File: config.mk
export PLATFORM = sky130hd
export DESIGN_NAME = float_point_adder_issuer_flat
export DESIGN_NICKNAME = d
export VERILOG_FILES = /design/src/rtl/float_point_adder_issuer_if.sv /design/src/rtl/float_point_adder_issuer.sv /design/src/flat_wrapper.sv
export SDC_FILE = /design/constraint.sdc
export NUM_CORES = 1
export LEC_CHECK = 0
export CAP_MARGIN = 10
export CORE_MARGIN = 2
export CORE_UTILIZATION = 45
export CTS_CLUSTER_SIZE = 8
export DETAILED_ROUTE_END_ITERATION = 12
export GPL_ROUTABILITY_DRIVEN = 1
export PLACE_DENSITY_LB_ADDON = 0.25
export SYNTH_ARGS = -nofsm -noshare
export SYNTH_HDL_FRONTEND = slang
export SYNTH_SLANG_ARGS = --single-unit
File: constraint.sdc
create_clock -name clk_in -period 7.4 [get_ports clk_in]
set_input_delay 1.48 -clock clk_in [delete_from_list [all_inputs] [get_ports clk_in]]
set_output_delay 1.48 -clock clk_in [all_outputs]
set_load 0.01 [all_outputs]
File: src/rtl/float_point_adder_issuer_if.sv
// Handshake bundle between the issuer, its request source, the floating-point adder and the result sink.
// The slave view belongs to the issuer; the master view belongs to its environment.
interface float_point_adder_issuer_if #(
  parameter int OPERAND_EXPONENT_WIDTH_IN_BITS = 11,
  parameter int OPERAND_FRACTION_WIDTH_IN_BITS = 52
);
  localparam int E = OPERAND_EXPONENT_WIDTH_IN_BITS;
  localparam int F = OPERAND_FRACTION_WIDTH_IN_BITS;
  localparam int W = 1 + E + F;

  logic         request_valid_in;
  logic         request_ready_out;
  logic         request_operation_in;
  logic [W-1:0] request_operand_0_in;
  logic [W-1:0] request_operand_1_in;

  logic         operantion_mode_out;
  logic         operand_0_valid_out;
  logic         operand_1_valid_out;
  logic         operand_0_sign_out;
  logic         operand_1_sign_out;
  logic [E-1:0] operand_0_exponent_out;
  logic [E-1:0] operand_1_exponent_out;
  logic [F-1:0] operand_0_fraction_out;
  logic [F-1:0] operand_1_fraction_out;
  logic         issue_ack_in;

  logic         product_valid_in;
  logic         product_sign_in;
  logic [E-1:0] product_exponent_in;
  logic [F-1:0] product_fraction_in;
  logic         product_ack_out;

  logic         result_valid_out;
  logic         result_ready_in;
  logic [W-1:0] result_data_out;

  modport slave (
    input  request_valid_in, request_operation_in, request_operand_0_in, request_operand_1_in,
    output request_ready_out,
    output operantion_mode_out, operand_0_valid_out, operand_1_valid_out,
    output operand_0_sign_out, operand_1_sign_out,
    output operand_0_exponent_out, operand_1_exponent_out,
    output operand_0_fraction_out, operand_1_fraction_out,
    input  issue_ack_in,
    input  product_valid_in, product_sign_in, product_exponent_in, product_fraction_in,
    output product_ack_out,
    output result_valid_out, result_data_out,
    input  result_ready_in
  );

  modport master (
    output request_valid_in, request_operation_in, request_operand_0_in, request_operand_1_in,
    input  request_ready_out,
    input  operantion_mode_out, operand_0_valid_out, operand_1_valid_out,
    input  operand_0_sign_out, operand_1_sign_out,
    input  operand_0_exponent_out, operand_1_exponent_out,
    input  operand_0_fraction_out, operand_1_fraction_out,
    output issue_ack_in,
    output product_valid_in, product_sign_in, product_exponent_in, product_fraction_in,
    input  product_ack_out,
    input  result_valid_out, result_data_out,
    output result_ready_in
  );
endinterface

File: src/rtl/float_point_adder_issuer.sv
// Queues add/subtract requests and feeds them one at a time to an external floating-point adder,
// then holds each adder result until the downstream sink takes it.
module float_point_adder_issuer #(
  parameter int OPERAND_EXPONENT_WIDTH_IN_BITS = 11,
  parameter int OPERAND_FRACTION_WIDTH_IN_BITS = 52,
  parameter int QUEUE_DEPTH                    = 4
) (
  input logic                       clk_in,
  input logic                       reset_in,
  float_point_adder_issuer_if.slave bus
);
  localparam int E     = OPERAND_EXPONENT_WIDTH_IN_BITS;
  localparam int F     = OPERAND_FRACTION_WIDTH_IN_BITS;
  localparam int W     = 1 + E + F;
  localparam int PTR_W = $clog2(QUEUE_DEPTH);
  localparam int CNT_W = PTR_W + 1;
  localparam logic [CNT_W-1:0] FULL_COUNT = CNT_W'(QUEUE_DEPTH);

  localparam logic [1:0] IDLE         = 2'd0;
  localparam logic [1:0] ISSUE        = 2'd1;
  localparam logic [1:0] WAIT_PRODUCT = 2'd2;
  localparam logic [1:0] DELIVER      = 2'd3;

  logic [1:0]       state;
  logic [2*W:0]     queue_mem [QUEUE_DEPTH];  // {operation, operand_0, operand_1}
  logic [PTR_W-1:0] wr_ptr;
  logic [PTR_W-1:0] rd_ptr;
  logic [CNT_W-1:0] count;
  logic             op_reg;
  logic [W-1:0]     operand_0;
  logic [W-1:0]     operand_1;
  logic [W-1:0]     result;
  logic             push;
  logic             pop;

  assign bus.request_ready_out = reset_in && (count != FULL_COUNT);
  assign push = bus.request_valid_in && bus.request_ready_out;
  assign pop  = (state == IDLE) && (count != '0);

  // NOTE: queue storage carries no reset; an entry is only read after a push has written it.
  always_ff @(posedge clk_in) begin
    if (push) begin
      queue_mem[wr_ptr] <= {bus.request_operation_in, bus.request_operand_0_in,
                            bus.request_operand_1_in};
    end
  end

  // NOTE: non-blocking assignments so every register sees pre-edge values of the others.
  always_ff @(posedge clk_in) begin
    if (!reset_in) begin
      wr_ptr <= '0;
      rd_ptr <= '0;
      count  <= '0;
    end else begin
      if (push) wr_ptr <= wr_ptr + 1'b1;
      if (pop)  rd_ptr <= rd_ptr + 1'b1;
      case ({push, pop})
        2'b10:   count <= count + 1'b1;
        2'b01:   count <= count - 1'b1;
        default: count <= count;
      endcase
    end
  end

  always_ff @(posedge clk_in) begin
    if (!reset_in) begin
      state     <= IDLE;
      op_reg    <= 1'b0;
      operand_0 <= '0;
      operand_1 <= '0;
      result    <= '0;
    end else begin
      case (state)
        IDLE: begin
          if (pop) begin
            {op_reg, operand_0, operand_1} <= queue_mem[rd_ptr];
            state <= ISSUE;
          end
        end
        ISSUE: begin
          if (bus.issue_ack_in) state <= WAIT_PRODUCT;
        end
        WAIT_PRODUCT: begin
          if (bus.product_valid_in) begin
            result <= {bus.product_sign_in, bus.product_exponent_in, bus.product_fraction_in};
            state  <= DELIVER;
          end
        end
        DELIVER: begin
          if (bus.result_ready_in) state <= IDLE;
        end
        default: state <= IDLE;
      endcase
    end
  end

  // Valid and ack strobes are also gated by reset so they drop in the cycle reset is asserted.
  assign bus.operantion_mode_out    = op_reg;
  assign bus.operand_0_valid_out    = reset_in && (state == ISSUE);
  assign bus.operand_1_valid_out    = reset_in && (state == ISSUE);
  assign bus.operand_0_sign_out     = operand_0[W-1];
  assign bus.operand_1_sign_out     = operand_1[W-1];
  assign bus.operand_0_exponent_out = operand_0[W-2 -: E];
  assign bus.operand_1_exponent_out = operand_1[W-2 -: E];
  assign bus.operand_0_fraction_out = operand_0[F-1:0];
  assign bus.operand_1_fraction_out = operand_1[F-1:0];

  assign bus.product_ack_out  = reset_in && (state == WAIT_PRODUCT) && bus.product_valid_in;
  assign bus.result_valid_out = reset_in && (state == DELIVER);
  assign bus.result_data_out  = result;
endmodule

File: src/flat_wrapper.sv
// flat-port wrapper written by rule: the top's interface ports become plain ports
module float_point_adder_issuer_flat 
#(
  parameter int OPERAND_EXPONENT_WIDTH_IN_BITS = 11,
  parameter int OPERAND_FRACTION_WIDTH_IN_BITS = 52,
  parameter int QUEUE_DEPTH                    = 4
)
  (clk_in, reset_in, bus_request_valid_in, bus_request_operation_in, bus_request_operand_0_in, bus_request_operand_1_in, bus_request_ready_out, bus_operantion_mode_out, bus_operand_0_valid_out, bus_operand_1_valid_out, bus_operand_0_sign_out, bus_operand_1_sign_out, bus_operand_0_exponent_out, bus_operand_1_exponent_out, bus_operand_0_fraction_out, bus_operand_1_fraction_out, bus_issue_ack_in, bus_product_valid_in, bus_product_sign_in, bus_product_exponent_in, bus_product_fraction_in, bus_product_ack_out, bus_result_valid_out, bus_result_data_out, bus_result_ready_in);
  float_point_adder_issuer_if #(.OPERAND_EXPONENT_WIDTH_IN_BITS(OPERAND_EXPONENT_WIDTH_IN_BITS), .OPERAND_FRACTION_WIDTH_IN_BITS(OPERAND_FRACTION_WIDTH_IN_BITS)) bus_i ();
  input logic clk_in;
  input logic reset_in;
  input wire logic [$bits(bus_i.request_valid_in)-1:0] bus_request_valid_in;
  input wire logic [$bits(bus_i.request_operation_in)-1:0] bus_request_operation_in;
  input wire logic [$bits(bus_i.request_operand_0_in)-1:0] bus_request_operand_0_in;
  input wire logic [$bits(bus_i.request_operand_1_in)-1:0] bus_request_operand_1_in;
  output wire logic [$bits(bus_i.request_ready_out)-1:0] bus_request_ready_out;
  output wire logic [$bits(bus_i.operantion_mode_out)-1:0] bus_operantion_mode_out;
  output wire logic [$bits(bus_i.operand_0_valid_out)-1:0] bus_operand_0_valid_out;
  output wire logic [$bits(bus_i.operand_1_valid_out)-1:0] bus_operand_1_valid_out;
  output wire logic [$bits(bus_i.operand_0_sign_out)-1:0] bus_operand_0_sign_out;
  output wire logic [$bits(bus_i.operand_1_sign_out)-1:0] bus_operand_1_sign_out;
  output wire logic [$bits(bus_i.operand_0_exponent_out)-1:0] bus_operand_0_exponent_out;
  output wire logic [$bits(bus_i.operand_1_exponent_out)-1:0] bus_operand_1_exponent_out;
  output wire logic [$bits(bus_i.operand_0_fraction_out)-1:0] bus_operand_0_fraction_out;
  output wire logic [$bits(bus_i.operand_1_fraction_out)-1:0] bus_operand_1_fraction_out;
  input wire logic [$bits(bus_i.issue_ack_in)-1:0] bus_issue_ack_in;
  input wire logic [$bits(bus_i.product_valid_in)-1:0] bus_product_valid_in;
  input wire logic [$bits(bus_i.product_sign_in)-1:0] bus_product_sign_in;
  input wire logic [$bits(bus_i.product_exponent_in)-1:0] bus_product_exponent_in;
  input wire logic [$bits(bus_i.product_fraction_in)-1:0] bus_product_fraction_in;
  output wire logic [$bits(bus_i.product_ack_out)-1:0] bus_product_ack_out;
  output wire logic [$bits(bus_i.result_valid_out)-1:0] bus_result_valid_out;
  output wire logic [$bits(bus_i.result_data_out)-1:0] bus_result_data_out;
  input wire logic [$bits(bus_i.result_ready_in)-1:0] bus_result_ready_in;
  assign bus_i.request_valid_in = bus_request_valid_in;
  assign bus_i.request_operation_in = bus_request_operation_in;
  assign bus_i.request_operand_0_in = bus_request_operand_0_in;
  assign bus_i.request_operand_1_in = bus_request_operand_1_in;
  assign bus_request_ready_out = bus_i.request_ready_out;
  assign bus_operantion_mode_out = bus_i.operantion_mode_out;
  assign bus_operand_0_valid_out = bus_i.operand_0_valid_out;
  assign bus_operand_1_valid_out = bus_i.operand_1_valid_out;
  assign bus_operand_0_sign_out = bus_i.operand_0_sign_out;
  assign bus_operand_1_sign_out = bus_i.operand_1_sign_out;
  assign bus_operand_0_exponent_out = bus_i.operand_0_exponent_out;
  assign bus_operand_1_exponent_out = bus_i.operand_1_exponent_out;
  assign bus_operand_0_fraction_out = bus_i.operand_0_fraction_out;
  assign bus_operand_1_fraction_out = bus_i.operand_1_fraction_out;
  assign bus_i.issue_ack_in = bus_issue_ack_in;
  assign bus_i.product_valid_in = bus_product_valid_in;
  assign bus_i.product_sign_in = bus_product_sign_in;
  assign bus_i.product_exponent_in = bus_product_exponent_in;
  assign bus_i.product_fraction_in = bus_product_fraction_in;
  assign bus_product_ack_out = bus_i.product_ack_out;
  assign bus_result_valid_out = bus_i.result_valid_out;
  assign bus_result_data_out = bus_i.result_data_out;
  assign bus_i.result_ready_in = bus_result_ready_in;
  float_point_adder_issuer #(.OPERAND_EXPONENT_WIDTH_IN_BITS(OPERAND_EXPONENT_WIDTH_IN_BITS), .OPERAND_FRACTION_WIDTH_IN_BITS(OPERAND_FRACTION_WIDTH_IN_BITS), .QUEUE_DEPTH(QUEUE_DEPTH)) u_core (.clk_in(clk_in), .reset_in(reset_in), .bus(bus_i));
endmodule
==> results.tsv, run 1 <==
stage	metric	value	unit
clocking	cts_hold_buf	0	
power	power_density	360	mW/mm^2
yosys	yosys_warnings	0	
die	coreArea	0.0553	mm^2
layout	multi_input_area	0.00528	mm^2
layout	num-nets-final	1956	
timing	finalCritPeriodShare	0.666	
clocking	clkTransAtPathRegs	50	ps
yosys	ys_seq_elements	718	
yosys	yosysSeqAreaShare	0.772	
clocking	cts-root-buf	clkbuf_16	
layout	ff_latch_area	0.0195	mm^2
timing	min_period	4930	ps
clocking	clk-insertion-delay-late	630	ps
setup_path	worst_setup_path_start_kind	input port	
layout	fin_util	0.593	
yosys	syn_inst	1313	
power	leakage	10.7	nW
global_route	antenna_found_initial	10	
drt	antenna_left	0	
yosys	synth.distinct_cells	29	
die	fp.dieH	241	um
clocking	postCtsSetupRepairBufs	0	
drt	drt_iter0_drc	870	
timing	report.final.slew_viol_count	0	
placement	port_buffers	396	
setup_path	end_kind	output port	
yosys	syn_area	0.0253	mm^2
timing	setup_violations	0	
layout	layout_commonest_cell	edfxtp_1	
yosys	avgSynthCellArea	19.3	um^2
die	pin_count	397	
global_route	grt_pass1_vias	13900	
drt	vias	13500	
power	max-vdd-ir-drop	0.000236	V
clocking	h-tree-depth	3	
flow_run	cap_violations	0	
drt	drt_pre_antenna_iters	6	
die	initial_core_util	0.457	
global_route	grt.overflow.total	0	
yosys	syn_nets	1522	
clocking	cts_tree	built	
setup_path	criticalPathCategory	input port to output port	
layout	nFillCells	4189	
setup_path	cp.required	5920	ps
layout	postLayoutCellArea	0.0328	mm^2
placement	dp_hpwl	34400	um
die	dieArea	0.0581	mm^2
global_route	grt_pass1_wl	85000	um
layout	drive_gt1_frac	0.144	
global_route	grt_usage	0.198	
timing	setup_tns	0	ps
drt	wl	57900	um
timing	worst_pin_slew	1190	ps
drt	viasPerCell	5.24	
global_route	grt_max_degree	89	
timing	finClkSkew	22.4	ps
timing	max-slew-margin-rel	0.209	
clocking	cts.sinks	718	
clocking	clk_path_buf_depth	3	
drt	drt-wirelength-per-cell	22.5	um
layout	layout_common_cells	edfxtp_1, clkdlybuf4s50_1, dfxtp_1, nand2_1	
timing	finalHoldViolations	0	
setup_path	arrival	3450	ps
layout	syn_to_final_growth	29.6	%
min_path	hold_class	register to register	
clocking	cts_made_buffers	99	
timing	rsz0062_at_grt	no	
die	std_cell_rows	86	
placement	gp_congestion	0.772	
status	outcome	finished clean	
die	die_x	241	um
timing	fmax	203	MHz
clocking	ctsResizeCount	0	
setup_path	crit_path_max_fanout	47	
placement	dpl-instance-area	0.0300	mm^2
drt	drcViolationCount	0	
report_power, final:
group          switching (mW)  internal (mW)  total (mW)
combinational            1.12           1.35        2.47
sequential              0.365           4.91        5.27
clock                    1.57           2.49        4.07
critical path: stages:
cell	delay (ps)
clkdlybuf4s50_1	710
inv_2	410
a21oi_1	250
clkdlybuf4s50_1	570
worst paths after layout:
| check | start | to | slack, ps | depth (start not counted) |
|---|---|---|---|---|
| worst min-delay path | u_core.bus.result_data_out[2] | u_core.bus.result_data_out[2] | 450 | 2 |
| worst min register to register | u_core.bus.result_data_out[2] | u_core.bus.result_data_out[2] | 450 | 2 |
| worst max-delay path | reset_in | bus_request_ready_out | 2470 | 4 |
| worst max register to register | u_core.state[0] | u_core.operand_1[43] | 4420 | 6 |
routing by layer:
metal | vias to the layer above | GRT usage | part of all wire
met4 | 10 | 0.0769 | 0.023
li1 | 6114 | - | -
met2 | 406 | 0.312 | 0.49
met1 | 6839 | 0.271 | 0.43
met3 | 112 | 0.0431 | 0.057
met5 | - | 0 | 0.0010
registers in the layout, summed over array words and instances (netlist names):
name                            cells
u_core.operand_1                   64
u_core.operand_0                   64
u_core.bus.operantion_mode_out      1
u_core.bus.result_data_out         64
u_core.rd_ptr                       2
u_core.state                        2
u_core.wr_ptr                       2
u_core.queue_mem                  516
u_core.count                        3
final cells by class:
type                       instances  area share
sequential                       718       0.596
multi-input combinational        503       0.161
timing repair buffer             413       0.127
clock buffer                     174      0.0844
inverter                          12     0.00137
clock inverter                     2    0.000992
antenna                            5    0.000382
tap                              748      0.0285
per-stage QoR:
step,cells,total power [mW],hold WS (ps),setup WS [ps]
detailed placement,2393,7.86,447,2290
CTS,2569,12.0,454,2390
global route,2574,12.3,470,2360
finish,2575,11.8,452,2470
global placement,2393,7.83,443,2320
floorplan,1313,6.60,468,1820
synthesized netlist by cell type:
master | number | area [um^2]
or4_1 | 1 | 7.51
ha_1 | 9 | 113
mux4_2 | 129 | 2910
nor2b_1 | 3 | 18.8
buf_1 | 7 | 26.3
a22o_1 | 129 | 1130
o21ai_0 | 1 | 5.00
dfxtp_1 | 202 | 4040
fa_1 | 1 | 20.0
nor2_1 | 8 | 30.0
buf_6 | 11 | 124
a211oi_2 | 1 | 12.5
inv_1 | 11 | 41.3
a2111oi_2 | 1 | 15.0
nand2_1 | 133 | 499
o211a_1 | 1 | 10.0
and2_1 | 8 | 50.1
xor2_1 | 4 | 35.0
mux2i_1 | 3 | 30.0
nor3_1 | 1 | 5.00
edfxtp_1 | 516 | 15500
inv_2 | 1 | 3.75
clkbuf_1 | 28 | 105
a21oi_1 | 67 | 335
buf_4 | 14 | 105
o311ai_0 | 1 | 8.76
o31ai_4 | 1 | 21.3
or3_1 | 1 | 6.26
buf_2 | 20 | 100
cell families after synthesis:
group	count (synthesis)	synth area share
flip-flops	718	0.772
AO/OA/AOI/OAI	202	0.0608
AND/OR/NAND/NOR	155	0.0244
multiplexers	132	0.116
buffers and inverters	92	0.0200
adder cells (fa/ha/maj)	10	0.00524
XOR/XNOR	4	0.00138
No activity file was read; power rests on OpenSTA's default activity.
==> inputs of run 2 (changes only) <==
clock period = 4.75 ns   (was 7.4 ns; I/O delays follow)
==> run 2 against run 1 <==
Sequential cell count did not move. Global-route usage grew 0.20 points. Final cell count up 0.43%. Worst hold slack improved by 1.5 ps. Power grew 57%. First-iteration DRC count rose by 6.8%. Critical path depth up 1. Combinational power up 58%. Critical endpoint unchanged.
==> results.tsv, run 2 (synthesized netlist as in run 1, its figures left out) <==
stage	metric	value	unit	change
placement	gp_congestion	0.803		+4.0%
setup_path	criticalPathCategory	input port to output port		
layout	syn_to_final_growth	30.3	%	
die	initial_core_util	0.457		unchanged
timing	rsz0062_at_grt	no		
die	dieArea	0.0581	mm^2	unchanged
placement	port_buffers	396		unchanged
timing	setup_tns	0	ps	unchanged
die	coreArea	0.0553	mm^2	unchanged
drt	drt_iter0_drc	929		+6.8%
drt	drcViolationCount	0		unchanged
clocking	cts_hold_buf	0		unchanged
timing	min_period	3300	ps	
timing	holdWs	454	ps	+1.48 ps
drt	wl	58400	um	+0.81%
clocking	clk-insertion-delay-late	620	ps	about the same
power	fin_total_pwr	18.6	mW	+57%
layout	drive_gt1_frac	0.147		+0.00350
setup_path	cp.required	3800	ps	-2120 ps
timing	worst_pin_slew	1180	ps	-6.70 ps
clocking	clkTransAtPathRegs	50	ps	about the same
timing	report.final.slew_viol_count	0		unchanged
clocking	cts.sinks	718		unchanged
drt	viasPerCell	5.23		about the same
placement	dp_cells	2396		+0.13%
clocking	cts-root-buf	clkbuf_16		
die	pin_count	397		unchanged
power	max-vdd-ir-drop	0.000339	V	+44%
global_route	antenna_found_initial	7		-3
setup_path	crit_path_max_fanout	9		-81%
placement	dpl-instance-area	0.0301	mm^2	+0.33%
global_route	grt_pass1_vias	13900		+0.45%
die	std_cell_rows	86		unchanged
timing	max-slew-margin-rel	0.213		+0.00447
drt	met1_length	24300	um	-2.5%
die	fp.dieH	241	um	unchanged
timing	setup_violations	0		unchanged
power	p_clk_frac	0.349		+0.005
drt	antenna_left	0		unchanged
drt	wl_met2	28900	um	+2.4%
setup_path	worst_setup_path_start_kind	input port		
layout	fin_util	0.596		+0.00342
layout	layoutNonFillerInstCount	2586		+0.43%
clocking	cts_made_buffers	100		+1.0%
layout	layout_common_cells	edfxtp_1, clkdlybuf4s50_1, dfxtp_1, nand2_1		
clocking	h-tree-depth	3		unchanged
power	power_density	564	mW/mm^2	+56%
power	power.net_switching	4.82	mW	+57%
clocking	cts_tree	built		
clocking	postCtsSetupRepairBufs	0		unchanged
timing	finClkSkew	14.2	ps	-8.19 ps
drt	vias	13500		+0.35%
drt	dr.max_layer_used	met5		
power	combPwrFrac	0.210		about the same
layout	largest_register_ffs	516		unchanged
power	swShare	0.259		about the same
clocking	clk_path_buf_depth	3		unchanged
layout	num-nets-final	1959		+0.15%
placement	pre_cts_ws	1160	ps	-1130 ps
global_route	grt_usage	0.200		+0.00202
timing	timing.final.ws_setup	1450	ps	-1020 ps
min_path	hold_class	register to register		
die	die_x	241	um	unchanged
drt	met3_wirelength	3970	um	+19%
layout	layout_commonest_cell	edfxtp_1		
power	leakage	10.8	nW	+0.70%
clocking	ctsResizeCount	0		unchanged
drt	drt-wirelength-per-cell	22.6	um	+0.38%
timing	finalCritPeriodShare	0.694		
power	seq_power_share	0.441		-0.005
setup_path	end_kind	output port		
layout	postLayoutCellArea	0.0330	mm^2	+0.58%
global_route	grt.overflow.total	0		unchanged
power	p_int	13.8	mW	+57%
flow_run	cap_violations	0		unchanged
timing	finalHoldViolations	0		unchanged
global_route	grt_pass1_wl	86400	um	+1.7%
status	outcome	finished clean		
setup_path	arrival	2350	ps	-1100 ps
timing	fmax	303	MHz	
placement	dp_hpwl	35200	um	+2.4%
global_route	grt_max_degree	130		+46%
layout	regMostFlops	u_core.queue_mem		
drt	drt_pre_antenna_iters	5		-1
[run 2: changes by cell type in the layout (fill, tap and decap cells not counted)]
cell / delta
clkinv_8: +1
clkbuf_8: -1
clkbuf_16: +3
clkinv_4: +1
buf_4: -3
clkbuf_1: +3
clkinv_2: +1
buf_12: +5
inv_6: +1
[run 2: layout make-up]
class | count | area (um^2)
fillers | 4191 | 22300
flip-flops and latches | 718 | 19500
clock buffers | 179 | 2840
clock inverters | 6 | 71.3
diodes | 5 | 12.5
multi-input cells | 503 | 5280
inverters | 12 | 45.0
well taps | 748 | 936
repair buffers | 415 | 4240
[run 2: metal layers]
metal,up-vias,global-route usage
li1,6106,-
met1,6903,0.270
met2,412,0.320
met3,97,0.0552
met4,10,0.0576
met5,-,0
[run 2: power by group through the flow]
| stage | combinational [mW] | sequential, mW | clock [mW] |
|---|---|---|---|
| 2_1_floorplan | 1.88 | 8.38 | 0 |
| 3_3_place_gp | 3.95 | 8.30 | 0 |
| 3_5_place_dp | 3.98 | 8.32 | 0 |
| 4_1_cts | 4.00 | 8.22 | 6.64 |
| 5_1_grt | 4.19 | 8.30 | 6.91 |
| 6_report | 3.90 | 8.20 | 6.49 |
[run 2: worst paths after layout]
check                                   endpoint  cells past startpoint                      startpoint  slack [ps]
setup / recovery           bus_request_ready_out                      5                        reset_in        1450
hold / removal    u_core.bus.result_data_out[11]                      2  u_core.bus.result_data_out[11]         450
hold reg to reg   u_core.bus.result_data_out[11]                      2  u_core.bus.result_data_out[11]         450
setup reg to reg         u_core.queue_mem[2][56]                      4                 u_core.count[0]        2140
[run 2: worst max-delay path, stage by stage]
cell and delay (ps):
clkdlybuf4s50_1 450, buf_4 160, inv_2 70, a21oi_1 150
clkdlybuf4s50_1 560
==> inputs of run 3 (changes only) <==
clock period = 3.27 ns   (was 4.75 ns; I/O delays follow)
==> run 3 against run 2 <==
Wire length increased by 0.60%. Critical path depth decreased by 1. Combinational power grew 50%. Final area up 0.99%. Clock power up 44%. Clock skew about the same. Global-route usage increased by 0.11 points. Sequential power grew 45%. Largest power group unchanged.
==> results.tsv, run 3 (synthesized netlist as in run 1, its figures left out) <==
stage	metric	value	unit	change
power	seq_power_share	0.439		-0.002
clocking	clk-insertion-delay-late	640	ps	+20 ps
power	leakage	10.9	nW	+1.3%
layout	layout_commonest_cell	edfxtp_1		
die	fp.dieH	241	um	unchanged
setup_path	criticalPathCategory	input port to output port		
clocking	h-tree-depth	3		unchanged
layout	regMostFlops	u_core.queue_mem		
timing	max-slew-margin-rel	0.518		+0.305
global_route	grt_pass1_wl	86300	um	about the same
layout	postLayoutCellArea	0.0333	mm^2	+0.99%
layout	largest_register_ffs	516		unchanged
die	pin_count	397		unchanged
drt	drcViolationCount	0		unchanged
timing	worst_pin_slew	722	ps	-458 ps
drt	drt_iter0_drc	874		-5.9%
power	p_clk_frac	0.346		-0.003
timing	setup_tns	0	ps	unchanged
timing	finalHoldViolations	0		unchanged
drt	vias	13600		+0.78%
setup_path	crit_path_max_fanout	15		+6
setup_path	worstPathCellList	clkdlybuf4s50_1 > inv_2 > a21oi_1 > clkdlybuf4s50_1		
die	coreArea	0.0553	mm^2	unchanged
timing	holdWs	452	ps	-1.21 ps
power	power.net_switching	7.07	mW	+47%
power	max-vdd-ir-drop	0.000612	V	+80%
placement	gp_congestion	0.810		+0.93%
global_route	grt_max_degree	71		-45%
global_route	antenna_found_initial	9		+2
placement	dpl-instance-area	0.0304	mm^2	+1.2%
clocking	cts_made_buffers	99		-1.0%
drt	drt_pre_antenna_iters	5		unchanged
placement	port_buffers	396		unchanged
global_route	grt_pass1_vias	14000		+0.60%
drt	drt-wirelength-per-cell	22.6	um	about the same
power	combPwrFrac	0.216		+0.006
layout	nFillCells	4083		-2.6%
clocking	cts_tree	built		
status	outcome	finished clean		
setup_path	slowest_delay	580	ps	+20 ps
drt	viasPerCell	5.24		+0.24%
timing	rsz0062_at_grt	no		
power	power_density	813	mW/mm^2	+44%
die	initial_core_util	0.457		unchanged
min_path	hold_class	register to register		
die	std_cell_rows	86		unchanged
placement	dp_hpwl	36800	um	+4.3%
drt	wl	58700	um	+0.60%
flow_run	cap_violations	0		unchanged
timing	fmax	368	MHz	
clocking	cts_hold_buf	0		unchanged
timing	min_period	2720	ps	
clocking	cts.sinks	718		unchanged
power	fin_total_pwr	27.1	mW	+46%
setup_path	crit_top_cell	clkdlybuf4s50_1		
power	p_int	20.0	mW	+45%
clocking	ctsResizeCount	0		unchanged
timing	finalCritPeriodShare	0.831		
die	die_x	241	um	unchanged
setup_path	end_kind	output port		
setup_path	slowest_stage	clkdlybuf4s50_1		
setup_path	worst_setup_path_start_kind	input port		
die	dieArea	0.0581	mm^2	unchanged
clocking	clk_path_buf_depth	3		unchanged
drt	antenna_left	0		unchanged
global_route	grt.overflow.total	0		unchanged
setup_path	cp.required	2620	ps	-1180 ps
clocking	clkTransAtPathRegs	50	ps	about the same
global_route	grt_usage	0.201		+0.00110
timing	finClkSkew	14.2	ps	+0.0209 ps
layout	layout_common_cells	edfxtp_1, clkdlybuf4s50_1, dfxtp_1, nand2_1		
power	swShare	0.261		+0.00195
timing	report.final.slew_viol_count	0		unchanged
timing	setup_violations	0		unchanged
setup_path	arrival	2060	ps	-290 ps
clocking	cts-root-buf	clkbuf_16		
clocking	postCtsSetupRepairBufs	0		unchanged
layout	num-nets-final	1979		+1.0%
layout	syn_to_final_growth	31.6	%	
layout	fin_util	0.602		+0.00593
layout	drive_gt1_frac	0.157		+0.00946
-- run 3: cell type report --
cell class                      instances  area (um^2)  share of cell area
Antenna cell                            2         5.00            0.000150
Multi-Input combinational cell        503         5280               0.159
Clock buffer                          174         2770              0.0831
Timing Repair Buffer                  436         4610               0.139
Clock inverter                          7          109             0.00327
Tap cell                              748          936              0.0281
Inverter                               12         45.0             0.00135
Sequential cell                       718        19500               0.587
-- run 3: worst max-delay path, delay by kind of cell --
family          cells  cell delay, ps
buf+inv             3            1210
compound gates      1             190
-- run 3: stage by stage --
step | instances | worst slack (ps)
floorplan | 1313 | -66.5
global placement | 2417 | 466
global route | 2599 | 475
CTS | 2598 | 545
detailed placement | 2417 | 481
finish | 2600 | 551
-- run 3: path summary, 6_finish.rpt --
kind / from / endpoint / slack [ps] / cells after the start
min reg2reg: u_core.bus.result_data_out[11] / u_core.bus.result_data_out[11] / 450 / 2
min: u_core.bus.result_data_out[11] / u_core.bus.result_data_out[11] / 450 / 2
max reg2reg: u_core.state[0] / u_core.count[2] / 1060 / 10
max: reset_in / bus_request_ready_out / 550 / 4
-- run 3: power by group through the flow --
| stage | combinational, mW | sequential, mW | clock [mW] |
|---|---|---|---|
| floorplan | 2.72 | 12.2 | 0 |
| finish | 5.84 | 11.9 | 9.36 |
| global placement | 5.89 | 12.0 | 0 |
| CTS | 5.96 | 11.9 | 9.58 |
| global route | 6.25 | 12.0 | 9.98 |
| detailed placement | 5.94 | 12.0 | 0 |
-- run 3: routing by layer --
layer  wire [um]  GRT usage  up-vias
met2       28400      0.314      391
met5          86          0        -
li1            -          -     6158
met3        3530     0.0556      125
met1       25200      0.272     6946
met4        1550     0.0722       14
